<file path="src/rtl/store_buffer_pkg.sv">
// store_buffer_pkg: shared widths and types for the RiSC16 store buffer slice.
//   Provides the RiSC16 width macros (WORD_LEN, ADDR_LEN) and the default
//   buffer depth (STBUF_DEPTH) when the including build has not already
//   defined them, plus typed aliases used by the interface and modules.
//   Optional feature macro consumed by store_buffer: STBUF_FWD_EN.
`ifndef WORD_LEN
`define WORD_LEN 16
`endif
`ifndef ADDR_LEN
`define ADDR_LEN 16
`endif
`ifndef STBUF_DEPTH
`define STBUF_DEPTH 4
`endif

package store_buffer_pkg;
  localparam int WORD_W = `WORD_LEN;
  localparam int ADDR_W = `ADDR_LEN;

  typedef logic [WORD_W-1:0] word_t;
  typedef logic [ADDR_W-1:0] addr_t;
endpackage

</file>
<file path="src/rtl/store_buffer_if.sv">
// store_buffer_if: core-side store/load bus of the store buffer.
//   st_valid/st_ready/st_addr/st_data : store push handshake (core -> buffer)
//   ld_addr/ld_data/ld_stall          : load lookup (core <-> buffer)
//   master modport = core, slave modport = store buffer.
interface store_buffer_if;
  import store_buffer_pkg::*;

  logic  st_valid;
  logic  st_ready;
  addr_t st_addr;
  word_t st_data;
  addr_t ld_addr;
  word_t ld_data;
  logic  ld_stall;

  modport master (
    output st_valid, st_addr, st_data, ld_addr,
    input  st_ready, ld_data, ld_stall
  );

  modport slave (
    input  st_valid, st_addr, st_data, ld_addr,
    output st_ready, ld_data, ld_stall
  );
endinterface

</file>
<file path="src/rtl/store_buffer_match.sv">
// stbuf_match: load-address lookup against the pending store entries.
//   ldAddr    : load address
//   entryAddr : address held by each entry
//   valid     : entry valid bits
//   tail      : next write slot; the youngest entry sits at tail-1
//   hit       : at least one valid entry matches ldAddr
//   hitIdx    : index of the youngest matching entry
module stbuf_match
  import store_buffer_pkg::*;
#(
  parameter int DEPTH = 4,
  parameter int PTR_W = $clog2(DEPTH)
) (
  input  addr_t            ldAddr,
  input  addr_t            entryAddr [DEPTH],
  input  logic [DEPTH-1:0] valid,
  input  logic [PTR_W-1:0] tail,
  output logic             hit,
  output logic [PTR_W-1:0] hitIdx
);

  // Walk from oldest (tail-DEPTH == tail) to youngest (tail-1); the last
  // match assigned wins, which gives youngest-entry priority.
  always_comb begin
    logic [PTR_W-1:0] idx;
    hit    = 1'b0;
    hitIdx = '0;
    idx    = '0;
    for (int unsigned k = DEPTH; k >= 1; k--) begin
      idx = tail - PTR_W'(k);
      if (valid[idx] && (entryAddr[idx] == ldAddr)) begin
        hit    = 1'b1;
        hitIdx = idx;
      end
    end
  end

endmodule

</file>
<file path="src/rtl/store_buffer.sv">
// store_buffer: write-side FIFO in front of the RiSC16 mem_data write port.
//   clk, rst         : clock (rising edge), asynchronous active-high reset
//   core             : store_buffer_if.slave (store push + load lookup)
//   mem_readAddr     : mem_data read address (= ld_addr)
//   mem_dataOut      : mem_data read data
//   mem_writeAddr/mem_dataIn/mem_writeEn : mem_data write port (head entry)
//   mem_wr_gnt       : write port granted this cycle
//   empty, count     : occupancy status
//   STBUF_FWD_EN     : when defined, loads hitting a pending store are
//                      forwarded from the youngest match; otherwise the load
//                      stalls until matching stores have drained.
module store_buffer
  import store_buffer_pkg::*;
#(
  parameter int DEPTH = `STBUF_DEPTH,
  parameter int CNT_W = $clog2(DEPTH + 1)
) (
  input  logic             clk,
  input  logic             rst,
  store_buffer_if.slave    core,
  output addr_t            mem_readAddr,
  input  word_t            mem_dataOut,
  output addr_t            mem_writeAddr,
  output word_t            mem_dataIn,
  output logic             mem_writeEn,
  input  logic             mem_wr_gnt,
  output logic             empty,
  output logic [CNT_W-1:0] count
);

  localparam int PTR_W = $clog2(DEPTH);

  addr_t            entryAddr [DEPTH];
  word_t            entryData [DEPTH];
  logic [DEPTH-1:0] entryValid;
  logic [PTR_W-1:0] head;
  logic [PTR_W-1:0] tail;
  logic             full;
  logic             push;
  logic             pop;
  logic             hit;
  logic [PTR_W-1:0] hitIdx;

  assign full  = (count == CNT_W'(DEPTH));
  assign empty = (count == '0);
  assign push  = core.st_valid && !full;
  assign pop   = !empty && mem_wr_gnt;

  assign core.st_ready = !full;

  assign mem_writeAddr = entryAddr[head];
  assign mem_dataIn    = entryData[head];
  assign mem_writeEn   = pop;
  assign mem_readAddr  = core.ld_addr;

  always_ff @(posedge clk or posedge rst) begin
    if (rst) begin
      head       <= '0;
      tail       <= '0;
      count      <= '0;
      entryValid <= '0;
    end else begin
      if (pop) begin
        entryValid[head] <= 1'b0;
        head             <= head + 1'b1;
      end
      if (push) begin
        entryValid[tail] <= 1'b1;
        tail             <= tail + 1'b1;
      end
      case ({push, pop})
        2'b10:   count <= count + 1'b1;
        2'b01:   count <= count - 1'b1;
        default: count <= count;
      endcase
    end
  end

  // Payload storage needs no reset: entries are qualified by entryValid/count.
  always_ff @(posedge clk) begin
    if (push) begin
      entryAddr[tail] <= core.st_addr;
      entryData[tail] <= core.st_data;
    end
  end

  stbuf_match #(
    .DEPTH (DEPTH),
    .PTR_W (PTR_W)
  ) uMatch (
    .ldAddr    (core.ld_addr),
    .entryAddr (entryAddr),
    .valid     (entryValid),
    .tail      (tail),
    .hit       (hit),
    .hitIdx    (hitIdx)
  );

`ifdef STBUF_FWD_EN
  assign core.ld_data  = hit ? entryData[hitIdx] : mem_dataOut;
  assign core.ld_stall = 1'b0;
`else
  assign core.ld_data  = mem_dataOut;
  assign core.ld_stall = hit && entryValid[hitIdx];
`endif

endmodule

</file>
<file path="src/flat_wrapper.sv">
// flat-port wrapper written by rule: the top's interface ports become plain ports
module store_buffer_flat import store_buffer_pkg::*;
#(
  parameter int DEPTH = `STBUF_DEPTH,
  parameter int CNT_W = $clog2(DEPTH + 1)
)
  (clk, rst, mem_readAddr, mem_dataOut, mem_writeAddr, mem_dataIn, mem_writeEn, mem_wr_gnt, empty, count, core_st_valid, core_st_addr, core_st_data, core_ld_addr, core_st_ready, core_ld_data, core_ld_stall);
  store_buffer_if core_i ();
  input  logic clk;
  input  logic rst;
  output addr_t mem_readAddr;
  input  word_t mem_dataOut;
  output addr_t mem_writeAddr;
  output word_t mem_dataIn;
  output logic mem_writeEn;
  input  logic mem_wr_gnt;
  output logic empty;
  output logic [CNT_W-1:0] count;
  input wire logic [$bits(core_i.st_valid)-1:0] core_st_valid;
  input wire logic [$bits(core_i.st_addr)-1:0] core_st_addr;
  input wire logic [$bits(core_i.st_data)-1:0] core_st_data;
  input wire logic [$bits(core_i.ld_addr)-1:0] core_ld_addr;
  output wire logic [$bits(core_i.st_ready)-1:0] core_st_ready;
  output wire logic [$bits(core_i.ld_data)-1:0] core_ld_data;
  output wire logic [$bits(core_i.ld_stall)-1:0] core_ld_stall;
  assign core_i.st_valid = core_st_valid;
  assign core_i.st_addr = core_st_addr;
  assign core_i.st_data = core_st_data;
  assign core_i.ld_addr = core_ld_addr;
  assign core_st_ready = core_i.st_ready;
  assign core_ld_data = core_i.ld_data;
  assign core_ld_stall = core_i.ld_stall;
  store_buffer #(.DEPTH(DEPTH), .CNT_W(CNT_W)) u_core (.clk(clk), .rst(rst), .core(core_i), .mem_readAddr(mem_readAddr), .mem_dataOut(mem_dataOut), .mem_writeAddr(mem_writeAddr), .mem_dataIn(mem_dataIn), .mem_writeEn(mem_writeEn), .mem_wr_gnt(mem_wr_gnt), .empty(empty), .count(count));
endmodule
</file>
<file path="config.mk">
export PLATFORM = sky130hd
export DESIGN_NAME = store_buffer_flat
export DESIGN_NICKNAME = d
export VERILOG_FILES = /design/src/rtl/store_buffer_pkg.sv /design/src/rtl/store_buffer_if.sv /design/src/rtl/store_buffer_match.sv /design/src/rtl/store_buffer.sv /design/src/flat_wrapper.sv
export SDC_FILE = /design/constraint.sdc
export NUM_CORES = 1
export LEC_CHECK = 0
export CORE_MARGIN = 5
export CORE_UTILIZATION = 54
export DETAILED_ROUTE_END_ITERATION = 12
export PLACE_DENSITY = 0.81
export REMOVE_ABC_BUFFERS = 1
export SLEW_MARGIN = 5
export SYNTH_ARGS = -nofsm -noshare
export SYNTH_HDL_FRONTEND = slang
export SYNTH_SLANG_ARGS = --single-unit
export TNS_END_PERCENT = 5
</file>
<file path="constraint.sdc">
create_clock -name clk -period 3.9 [get_ports clk]
set_input_delay 0.585 -clock clk [delete_from_list [all_inputs] [get_ports clk]]
set_output_delay 0.585 -clock clk [all_outputs]
set_load 0.1 [all_outputs]
</file>
==> reports/results.ini, run 1 <==
[sta]
fin_crit_ps=3700
hold_violations=0
rsz0062_at_grt=false
setup_viol=0
clock_skew_ps=8.79
final_max_slew_viol_count=0
relSlewSlack_pct=35.3
worst_slew_pin_slew_ps=968
fmax_mhz=270
post-route-period-util_pct=94.9

[global_routing]
grt_use_total_pct=20.8
overflow=0
grt_pass1_wl_um=27900
antenna_found_initial=0
grt_pass1_vias=4956
grt_start_max_net_pins=44

[critical_path]
cp_slowest_stage_delay_ps=510
crit_chain=inv_4 > ha_4 > buf_12 > mux4_2 > xor2_1 > nor4_1 > nand3_1 > o32a_1 > o311ai_4 > buf_12
r2r_end=u_core.entryData[1][5]
crit_cells=10
cp-start-kind=register
crit_path_end_kind=output port
r2r_start=u_core.tail[0]
required_ps=3310
cp_top_family=multiplexers
path_buf_inv=3
cp_slowest_cell=mux4_2
worstPathArrival_ps=3120
reg2reg_slack_ps=1540
crit_path_max_fanout=14
path_class=register to output port
cp-endpoint=core_ld_stall
cpMostUsedCell=buf_12
cp-startpoint=u_core.tail[0]
reg2reg_depth=4

[cells_and_area]
area_delta_synth_final_pct=19.6
post-route-cell-area_um2=9570
regArea_um2=4120
fin_nets=645
layout-drive-gt1-share_pct=32.5
fillCellCount=1002
diodes=0
multi_input_area_um2=3450

[synth]
synth_cell_types=44
yosys-top-cells-area=edfxtp_1, mux4_2, xor2_1
yosysTopAreaCellShare_pct=48.0
async_flop_share_pct=7.91
synth-main-ff-cell=edfxtp_1
ys_warn_count=0
synth_edf_count=128
syn_avg_cell_area_um2=16.2
yosysSeqAreaShare_pct=51.5
netlist_area_um2=8000
synth.largest_area_cell=edfxtp_1
synthCells=494
ys_ff_latch=139

[clock_tree]
cts_root_buffer=clkbuf_16
numCtsBuffers=17
h-tree-depth=4
clockBufferDepth=2
path_clk_slew_ps=60
clkSinkCount=139
clock_latency_ps=420
cts_tree=yes

[drt]
vias=4859
wl_um=18000
vias_per_cell=6.37
drt_iter0_markers=421
antenna_left=0
first_pass_iters=5
route.detailed.drc=0
wl_per_cell_um=23.6

[die]
fp.dieW_um=132
die-area_um2=17400
pin_count=139
die_y_um=132
start_util_pct=55.1
fp-row-count=44
coreArea_um2=14500

[job]
max_cap_viol_count=0

[status]
outcome=completed

[placed_design]
dp_hpwl_um=11400
port_buffers=106
placedInstanceArea_um2=8880
gp_congestion=0.879

[hold_path]
hp-class=primary input to asynchronous set/reset pin

registers in the layout, summed over array words and instances (netlist names):
name	cells
u_core.entryAddr	64
u_core.entryData	64
u_core.entryValid	4
u_core.count	3
u_core.head	2
u_core.tail	2
metrics by stage:
step | worst slack, ps | std cells | setup TNS (ps) | utilization (%) | hold WS [ps]
floorplan | -2730 | 427 | -16320 | - | 437
global placement | 382 | 724 | 0 | 61.1 | 499
detailed placement | 345 | 724 | 0 | 61.1 | 522
CTS | 70.5 | 756 | 0 | 65.2 | 456
global route | 54.0 | 763 | 0 | 65.8 | 493
finish | 200 | 763 | 0 | 65.8 | 463
how the worst min path moves through the flow:
stage                    start                   end  cells past startpoint  slack (ps)
2_1_floorplan              rst       u_core.count[0]                      1         440
3_3_place_gp   u_core.count[2]       u_core.count[2]                      1         500
3_5_place_dp   u_core.count[2]       u_core.count[2]                      1         520
4_1_cts                    rst        u_core.tail[1]                      2         460
5_1_grt                    rst        u_core.tail[1]                      2         490
6_report                   rst  u_core.entryValid[1]                      2         460
cell families (layout without fill, tap and decap cells):
group	count (synthesis)	after routing	share of synthesized area [%]
adder cells (fa/ha/maj)	10	10	1.66
AND/OR/NAND/NOR	51	51	3.38
XOR/XNOR	70	70	7.66
flip-flops	139	139	51.5
AO/OA/AOI/OAI	38	38	3.52
multiplexers	107	107	26.5
buffers and inverters	79	164	5.79
worst reg2reg max path, delay by kind of cell (launching register included):
kind	cells	cell delay [ps]
simple gates	1	820
buf+inv	2	490
flops	1	460
fa+ha+maj	1	180
synth_stat cells (4+ instances only):
cell type  count
nand2_1       10
nand4_1        4
xor2_1        36
ha_1           9
buf_1          8
dfrtp_1       11
nor4_1         9
mux4_2        84
nand3_1        5
clkbuf_1       9
nor2b_1        5
inv_1         10
nor3_1         6
a211oi_1       4
o211ai_1       4
a21o_1         4
buf_2         13
nor2_1         4
edfxtp_1     128
and3_1         4
buf_4         34
xnor2_1       34
mux2i_1       23
o21ai_0        4
cell usage in the layout (no fill, tap or decap), drive strengths merged, types with 9 or more instances in the layout:
cell and n:
buf 63, clkbuf 19, clkdlybuf4s50 56, dfrtp 11, edfxtp 128, ha 9, inv 16, mux2i 23
mux4 84, nand2 10, nor4 9, xnor2 34, xor2 36
layout make-up:
cell class	count	share of cell area (%)
Clock buffer	18	4.49
Clock inverter	13	1.22
Inverter	12	0.497
Multi-Input combinational cell	276	36.1
Sequential cell	139	43.1
Tap cell	184	2.41
Timing Repair Buffer	121	12.2
what timing repair did:
action / 4_1_cts / 5_1_grt
hold buffers: 0 / 0
resized for setup: 3 / 3
pin swaps: 0 / 2
buffers inserted: 0 / 6
setup endpoints to repair: 1 / 1
gates cloned: 1 / 1
per-layer routing:
metal | part of all wire (%) | wire, um | vias to the layer above | global-route usage [%]
met1 | 40 | 7120 | 2499 | 26.6
li1 | - | - | 2098 | -
met3 | 8.7 | 1560 | 24 | 7.99
met2 | 50 | 9060 | 238 | 33.2
met5 | 0 | 0 | - | 0
met4 | 1.4 | 257 | 0 | 6.34
Power of run 1 is left out: the tool's default activity adds up to more than one toggle a clock period on the data nets, which glitch-free logic cannot reach.
==> run 2: changes to the inputs <==
--- a/config.mk
+++ b/config.mk
@@ -6,9 +6,9 @@
 export NUM_CORES = 1
 export LEC_CHECK = 0
 export CORE_MARGIN = 5
-export CORE_UTILIZATION = 54
+export CORE_UTILIZATION = 49
 export DETAILED_ROUTE_END_ITERATION = 12
-export PLACE_DENSITY = 0.81
+export PLACE_DENSITY = 0.78
 export REMOVE_ABC_BUFFERS = 1
 export SLEW_MARGIN = 5
 export SYNTH_ARGS = -nofsm -noshare
==> constraint.sdc (replaced) <==
create_clock -name clk -period 3.1 [get_ports clk]
set_input_delay 0.465 -clock clk [delete_from_list [all_inputs] [get_ports clk]]
set_output_delay 0.465 -clock clk [all_outputs]
set_load 0.1 [all_outputs]
==> run 2 against run 1 <==
  * The run now ends with negative setup slack left
  * Global-route usage up 0.70 points
  * Sequential share of layout area down 3.7 points
  * Via count up 4.0%
  * Routed wire length up 6.6%
  * Die area up 9.4%
  * Critical endpoint unchanged
==> reports/results.ini, run 2 (synthesized netlist as in run 1, its figures left out) <==
[placed_design]
placedInstanceArea_um2=9640  ; +8.6%
port_buffers=106  ; unchanged
dp_worst_setup_slack_ps=-539  ; -884 ps
gp_congestion=0.939  ; +6.9%
dp_hpwl_um=13200  ; +15%

[cells_and_area]
diodes=0  ; unchanged
largest_registers=u_core.entryAddr (64), u_core.entryData (64), u_core.entryValid (4)
layout_common_cells=edfxtp_1, mux4_2, buf_4
post-route-cell-area_um2=10500  ; +9.5%
regArea_um2=4120  ; unchanged
layout-drive-gt1-share_pct=39.8  ; +7.3 points
fin_nets=688  ; +6.7%
multi_input_area_um2=3520  ; +1.9%
final_common_cell=edfxtp_1
fin_util_pct=65.7  ; -0.12 points
fillCellCount=1103  ; +10%
area_delta_synth_final_pct=30.9

[critical_path]
crit_path_max_fanout=7  ; -7
crit_chain=buf_12 > buf_6 > buf_6 > mux4_2 > xor2_2 > nor4_2 > buf_4 > nand3_2 > o32a_1 > o311ai_2 > buf_4 > buf_12
r2r_start=u_core.count[0]
r2r_end=u_core.count[2]
path_buf_inv=6  ; +3
cp_slowest_cell=dfrtp_4
required_ps=2630  ; -680 ps
reg2reg_slack_ps=850  ; -690 ps
cp_top_family=buffers and inverters
reg2reg_depth=10  ; +6
cp_slowest_stage_delay_ps=490  ; -20 ps
worstPathArrival_ps=3210  ; +90 ps
cp-start-kind=register
crit_path_end_kind=output port
path_class=register to output port

[clock_tree]
cts_root_buffer=clkbuf_16
path_clk_slew_ps=60  ; about the same
clkSinkCount=139  ; unchanged
cts_hold_buffers=0  ; unchanged
clockBufferDepth=2  ; unchanged
clock_latency_ps=430  ; about the same
numCtsBuffers=17  ; unchanged
cts_tree=yes
h-tree-depth=4  ; unchanged

[die]
fp.dieW_um=138  ; +4.6%
die-area_um2=19000  ; +9.4%
die_y_um=138  ; +4.6%
fp-row-count=46  ; +4.5%
coreArea_um2=15900  ; +9.7%
pin_count=139  ; unchanged
start_util_pct=50.2  ; -4.9 points

[sta]
hold_violations=0  ; unchanged
relSlewSlack_pct=38.1  ; +2.8 points
post-route-period-util_pct=118
rsz0062_at_grt=true
fin_crit_ps=3670
setup_viol=1  ; +1
setup_ws_ps=-572  ; -771 ps
fmax_mhz=272
setup_tns_ps=-572  ; -572 ps
final_max_slew_viol_count=0  ; unchanged
clock_skew_ps=8.05  ; -0.738 ps
worst_slew_pin_slew_ps=928  ; -39.5 ps

[drt]
first_pass_iters=5  ; unchanged
drt_iter0_markers=433  ; +2.9%
antenna_left=0  ; unchanged
wl_per_cell_um=22.9  ; -3.1%
vias_per_cell=6.02  ; -5.5%
route.detailed.drc=0  ; unchanged
vias=5051  ; +4.0%
wl_um=19200  ; +6.6%

[global_routing]
grt_start_max_net_pins=34  ; -23%
grt_pass1_vias=5360  ; +8.2%
met1_usage_pct=27.6  ; +0.98 points
use_met3_pct=7.71  ; -0.28 points
grt_pass1_wl_um=30100  ; +8.0%
antenna_found_initial=0  ; unchanged
overflow=0  ; unchanged
busiest_layer=met2
grt_use_total_pct=21.5  ; +0.70 points
grtUsageMet2_pct=34.5  ; +1.4 points

[hold_path]
hp-class=primary input to asynchronous set/reset pin

[status]
outcome=finished with violations
failed_checks=negative setup slack

[job]
max_cap_viol_count=0  ; unchanged

[run 2: layout make-up]
cell class              instances  area share [%]
clock inverters                14            1.28
well taps                     216            2.58
repair buffers                164            18.6
inverters                      12           0.430
clock buffers                  18            4.10
multi-input cells             276            33.6
flip-flops and latches        139            39.4
[run 2: worst max path at each step]
stage | cells past startpoint | endpoint | start
floorplan | 8 | core_ld_stall | u_core.tail[0]
detailed placement | 10 | core_ld_stall | u_core.tail[0]
finish | 12 | core_ld_stall | u_core.tail[0]
global placement | 10 | core_ld_stall | u_core.tail[0]
CTS | 10 | core_ld_stall | u_core.tail[0]
global route | 12 | core_ld_stall | u_core.tail[0]
[run 2: routing by layer]
| metal | part of all wire (%) | wire [um] | up-vias |
|---|---|---|---|
| met4 | 1.4 | 268 | 0 |
| met3 | 8.6 | 1660 | 24 |
| met5 | 0 | 0 | - |
| li1 | - | - | 2187 |
| met2 | 50 | 9630 | 230 |
| met1 | 40 | 7630 | 2610 |
[run 2: metrics by stage]
step	cells	hold slack, ps
finish	839	353
global route	839	384
CTS	836	348
detailed placement	791	546
global placement	791	511
floorplan	427	317
[run 2: what timing repair did]
action / 4_1_cts / 5_1_grt
pin swaps: 6 / 6
setup endpoints to repair: 1 / 1
gates resized for setup: 12 / 9
gates cloned: 1 / 0
setup buffers: 12 / 3
[run 2: worst register-to-register path, cell delays in order, from the launching register on]
cell and delay, ps:
dfrtp_1 420, inv_1 120, nand3_1 180, and2_1 280, inv_1 80, ha_1 180
inv_1 60, fa_1 380, xor2_1 150, nor2_1 130, xor2_1 190
Power of run 2 is left out for the same reason.
==> run 3: changes to the inputs <==
--- a/config.mk
+++ b/config.mk
@@ -6,10 +6,10 @@
 export NUM_CORES = 1
 export LEC_CHECK = 0
 export CORE_MARGIN = 5
-export CORE_UTILIZATION = 49
+export CORE_UTILIZATION = 30
 export DETAILED_ROUTE_END_ITERATION = 12
-export PLACE_DENSITY = 0.78
 export REMOVE_ABC_BUFFERS = 1
+export SETUP_SLACK_MARGIN = 0.2
 export SLEW_MARGIN = 5
 export SYNTH_ARGS = -nofsm -noshare
 export SYNTH_HDL_FRONTEND = slang
==> run 3 against run 2 <==
  * The flow still finishes with violations (negative setup slack)
  * Worst hold slack gained 18 ps
  * Routed wire length grew 8.5%
  * Critical path depth grew 1
  * Non-clock buffer count shrank 5
  * Final area shrank 3.4%
  * Global-route usage shrank 7.6 points
  * Clock skew grew 0.66 ps
  * Die area grew 58%
  * Critical path type unchanged
  * Largest cell class unchanged
==> reports/results.ini, run 3 (synthesized netlist as in run 1, its figures left out) <==
[cells_and_area]
diodes=0  ; unchanged
layout-drive-gt1-share_pct=38.7  ; -1.1 points
final_common_cell=edfxtp_1
area_delta_synth_final_pct=26.5
fillCellCount=2444  ; +120%
fin_nets=683  ; -0.73%
layout_common_cells=edfxtp_1, buf_4, mux4_2
largest_registers=u_core.entryAddr (64), u_core.entryData (64), u_core.entryValid (4)

[die]
pin_count=139  ; unchanged
die-area_um2=30000  ; +58%
fp-row-count=59  ; +28%
coreArea_um2=26100  ; +64%
die_y_um=173  ; +26%
start_util_pct=30.6  ; -20 points
fp.dieW_um=173  ; +26%

[critical_path]
crit_path_max_fanout=4  ; -3
cp-start-kind=register
crit_chain=buf_6 > buf_12 > buf_12 > buf_6 > buf_6 > mux4_2 > xnor2_2 > nand2_2 > nor4_4 > nand4_1 > o311ai_2 > buf_4 > buf_12
crit_path_end_kind=output port
required_ps=2630  ; about the same
path_buf_inv=7  ; +1
worstPathArrival_ps=3300  ; +90 ps
cp_top_family=buffers and inverters
path_class=register to output port
cp_slowest_cell=mux4_2
cp_slowest_stage_delay_ps=440  ; -50 ps

[hold_path]
hp-class=primary input to asynchronous set/reset pin

[drt]
wl_um=20800  ; +8.5%
first_pass_iters=4  ; -1
wl_per_cell_um=21.8  ; -4.5%
antenna_left=0  ; unchanged
route.detailed.drc=0  ; unchanged
vias_per_cell=5.12  ; -15%
vias=4877  ; -3.4%
drt_iter0_markers=284  ; -34%

[status]
failed_checks=negative setup slack
outcome=finished with violations

[global_routing]
grt_use_total_pct=13.9  ; -7.6 points
grt_start_max_net_pins=36  ; +5.9%
antenna_found_initial=0  ; unchanged
grt_pass1_wl_um=32000  ; +6.3%
grt_pass1_vias=5307  ; -0.99%
overflow=0  ; unchanged

[sta]
hold_violations=0  ; unchanged
setup_ws_ps=-670  ; -98.0 ps
fin_crit_ps=3770  ; +98.0 ps
relSlewSlack_pct=61.1  ; +23 points
clock_skew_ps=8.71  ; +0.661 ps
rsz0062_at_grt=true
setup_tns_ps=-670  ; -98.0 ps
setup_viol=1  ; unchanged
post-route-period-util_pct=122  ; +3.2 points
final_max_slew_viol_count=0  ; unchanged
fmax_mhz=265  ; -2.6%
worst_slew_pin_slew_ps=568  ; -360 ps

[clock_tree]
numCtsBuffers=17  ; unchanged
cts_hold_buffers=0  ; unchanged
clkSinkCount=139  ; unchanged
cts_root_buffer=clkbuf_16
path_clk_slew_ps=60  ; about the same
clock_latency_ps=420  ; about the same
clockBufferDepth=2  ; unchanged
cts_tree=yes
h-tree-depth=4  ; unchanged

[placed_design]
gp_congestion=0.880  ; -6.3%
port_buffers=106  ; unchanged
dp_hpwl_um=15000  ; +14%

[job]
max_cap_viol_count=0  ; unchanged

==> run 3: cell types whose count changed in the layout (fill, tap and decap cells not counted), moves of 2 or more <==
cell      delta
buf_12      -32
buf_4       +29
nor4_1       +3
nor4_2       -3
clkinv_2     -2
dfrtp_2      +2
xor2_1       +2
xor2_2       -2
==> run 3: cell type report <==
| class | instances | area, um^2 | share of cell area, % |
|---|---|---|---|
| timing repair buffer | 159 | 1490 | 14.7 |
| inverter | 12 | 45.0 | 0.445 |
| sequential | 139 | 4120 | 40.7 |
| tap | 335 | 419 | 4.14 |
| clock inverter | 14 | 135 | 1.34 |
| clock buffer | 18 | 429 | 4.24 |
| multi-input combinational | 276 | 3480 | 34.4 |
==> run 3: layer usage <==
| layer | vias to the layer above | track usage, % | wire length [um] |
|---|---|---|---|
| met3 | 15 | 4.89 | 1350 |
| met5 | - | 0 | 0 |
| met4 | 0 | 3.13 | 159 |
| met2 | 161 | 23.8 | 10700 |
| met1 | 2522 | 16.9 | 8610 |
| li1 | 2179 | - | - |
==> run 3: final timing paths <==
check	startpoint	to	slack, ps	cells past startpoint
worst min-delay path	rst	u_core.count[0]	370	2
worst min register to register	u_core.count[0]	u_core.count[0]	540	1
worst max-delay path	u_core.tail[0]	core_ld_stall	-670	13
min in group clk	u_core.count[0]	u_core.count[0]	540	1
max in group asynchronous	rst	u_core.tail[0]	2380	2
worst max register to register	u_core.count[0]	u_core.count[2]	900	10
==> run 3: per-stage QoR <==
step                utilization (%)  area (um^2)  std cells  setup slack, ps  hold slack [ps]
finish                         38.7        10100        953             -670              372
detailed placement             36.0         9410        913             -504              531
floorplan                         -         7580        427            -3410              317
global placement               36.0         9410        913             -491              505
global route                   38.7        10100        953             -788              407
CTS                            38.5        10100        952             -667              369
==> run 3: repair_timing <==
action | in CTS | in global routing
endpoints found under the hold margin | 0 | 0
buffers inserted | 7 | 1
gates resized for setup | 5 | 7
setup endpoints to repair | 1 | 1
pin swaps | 5 | 5
Power of run 3 is left out for the same reason.
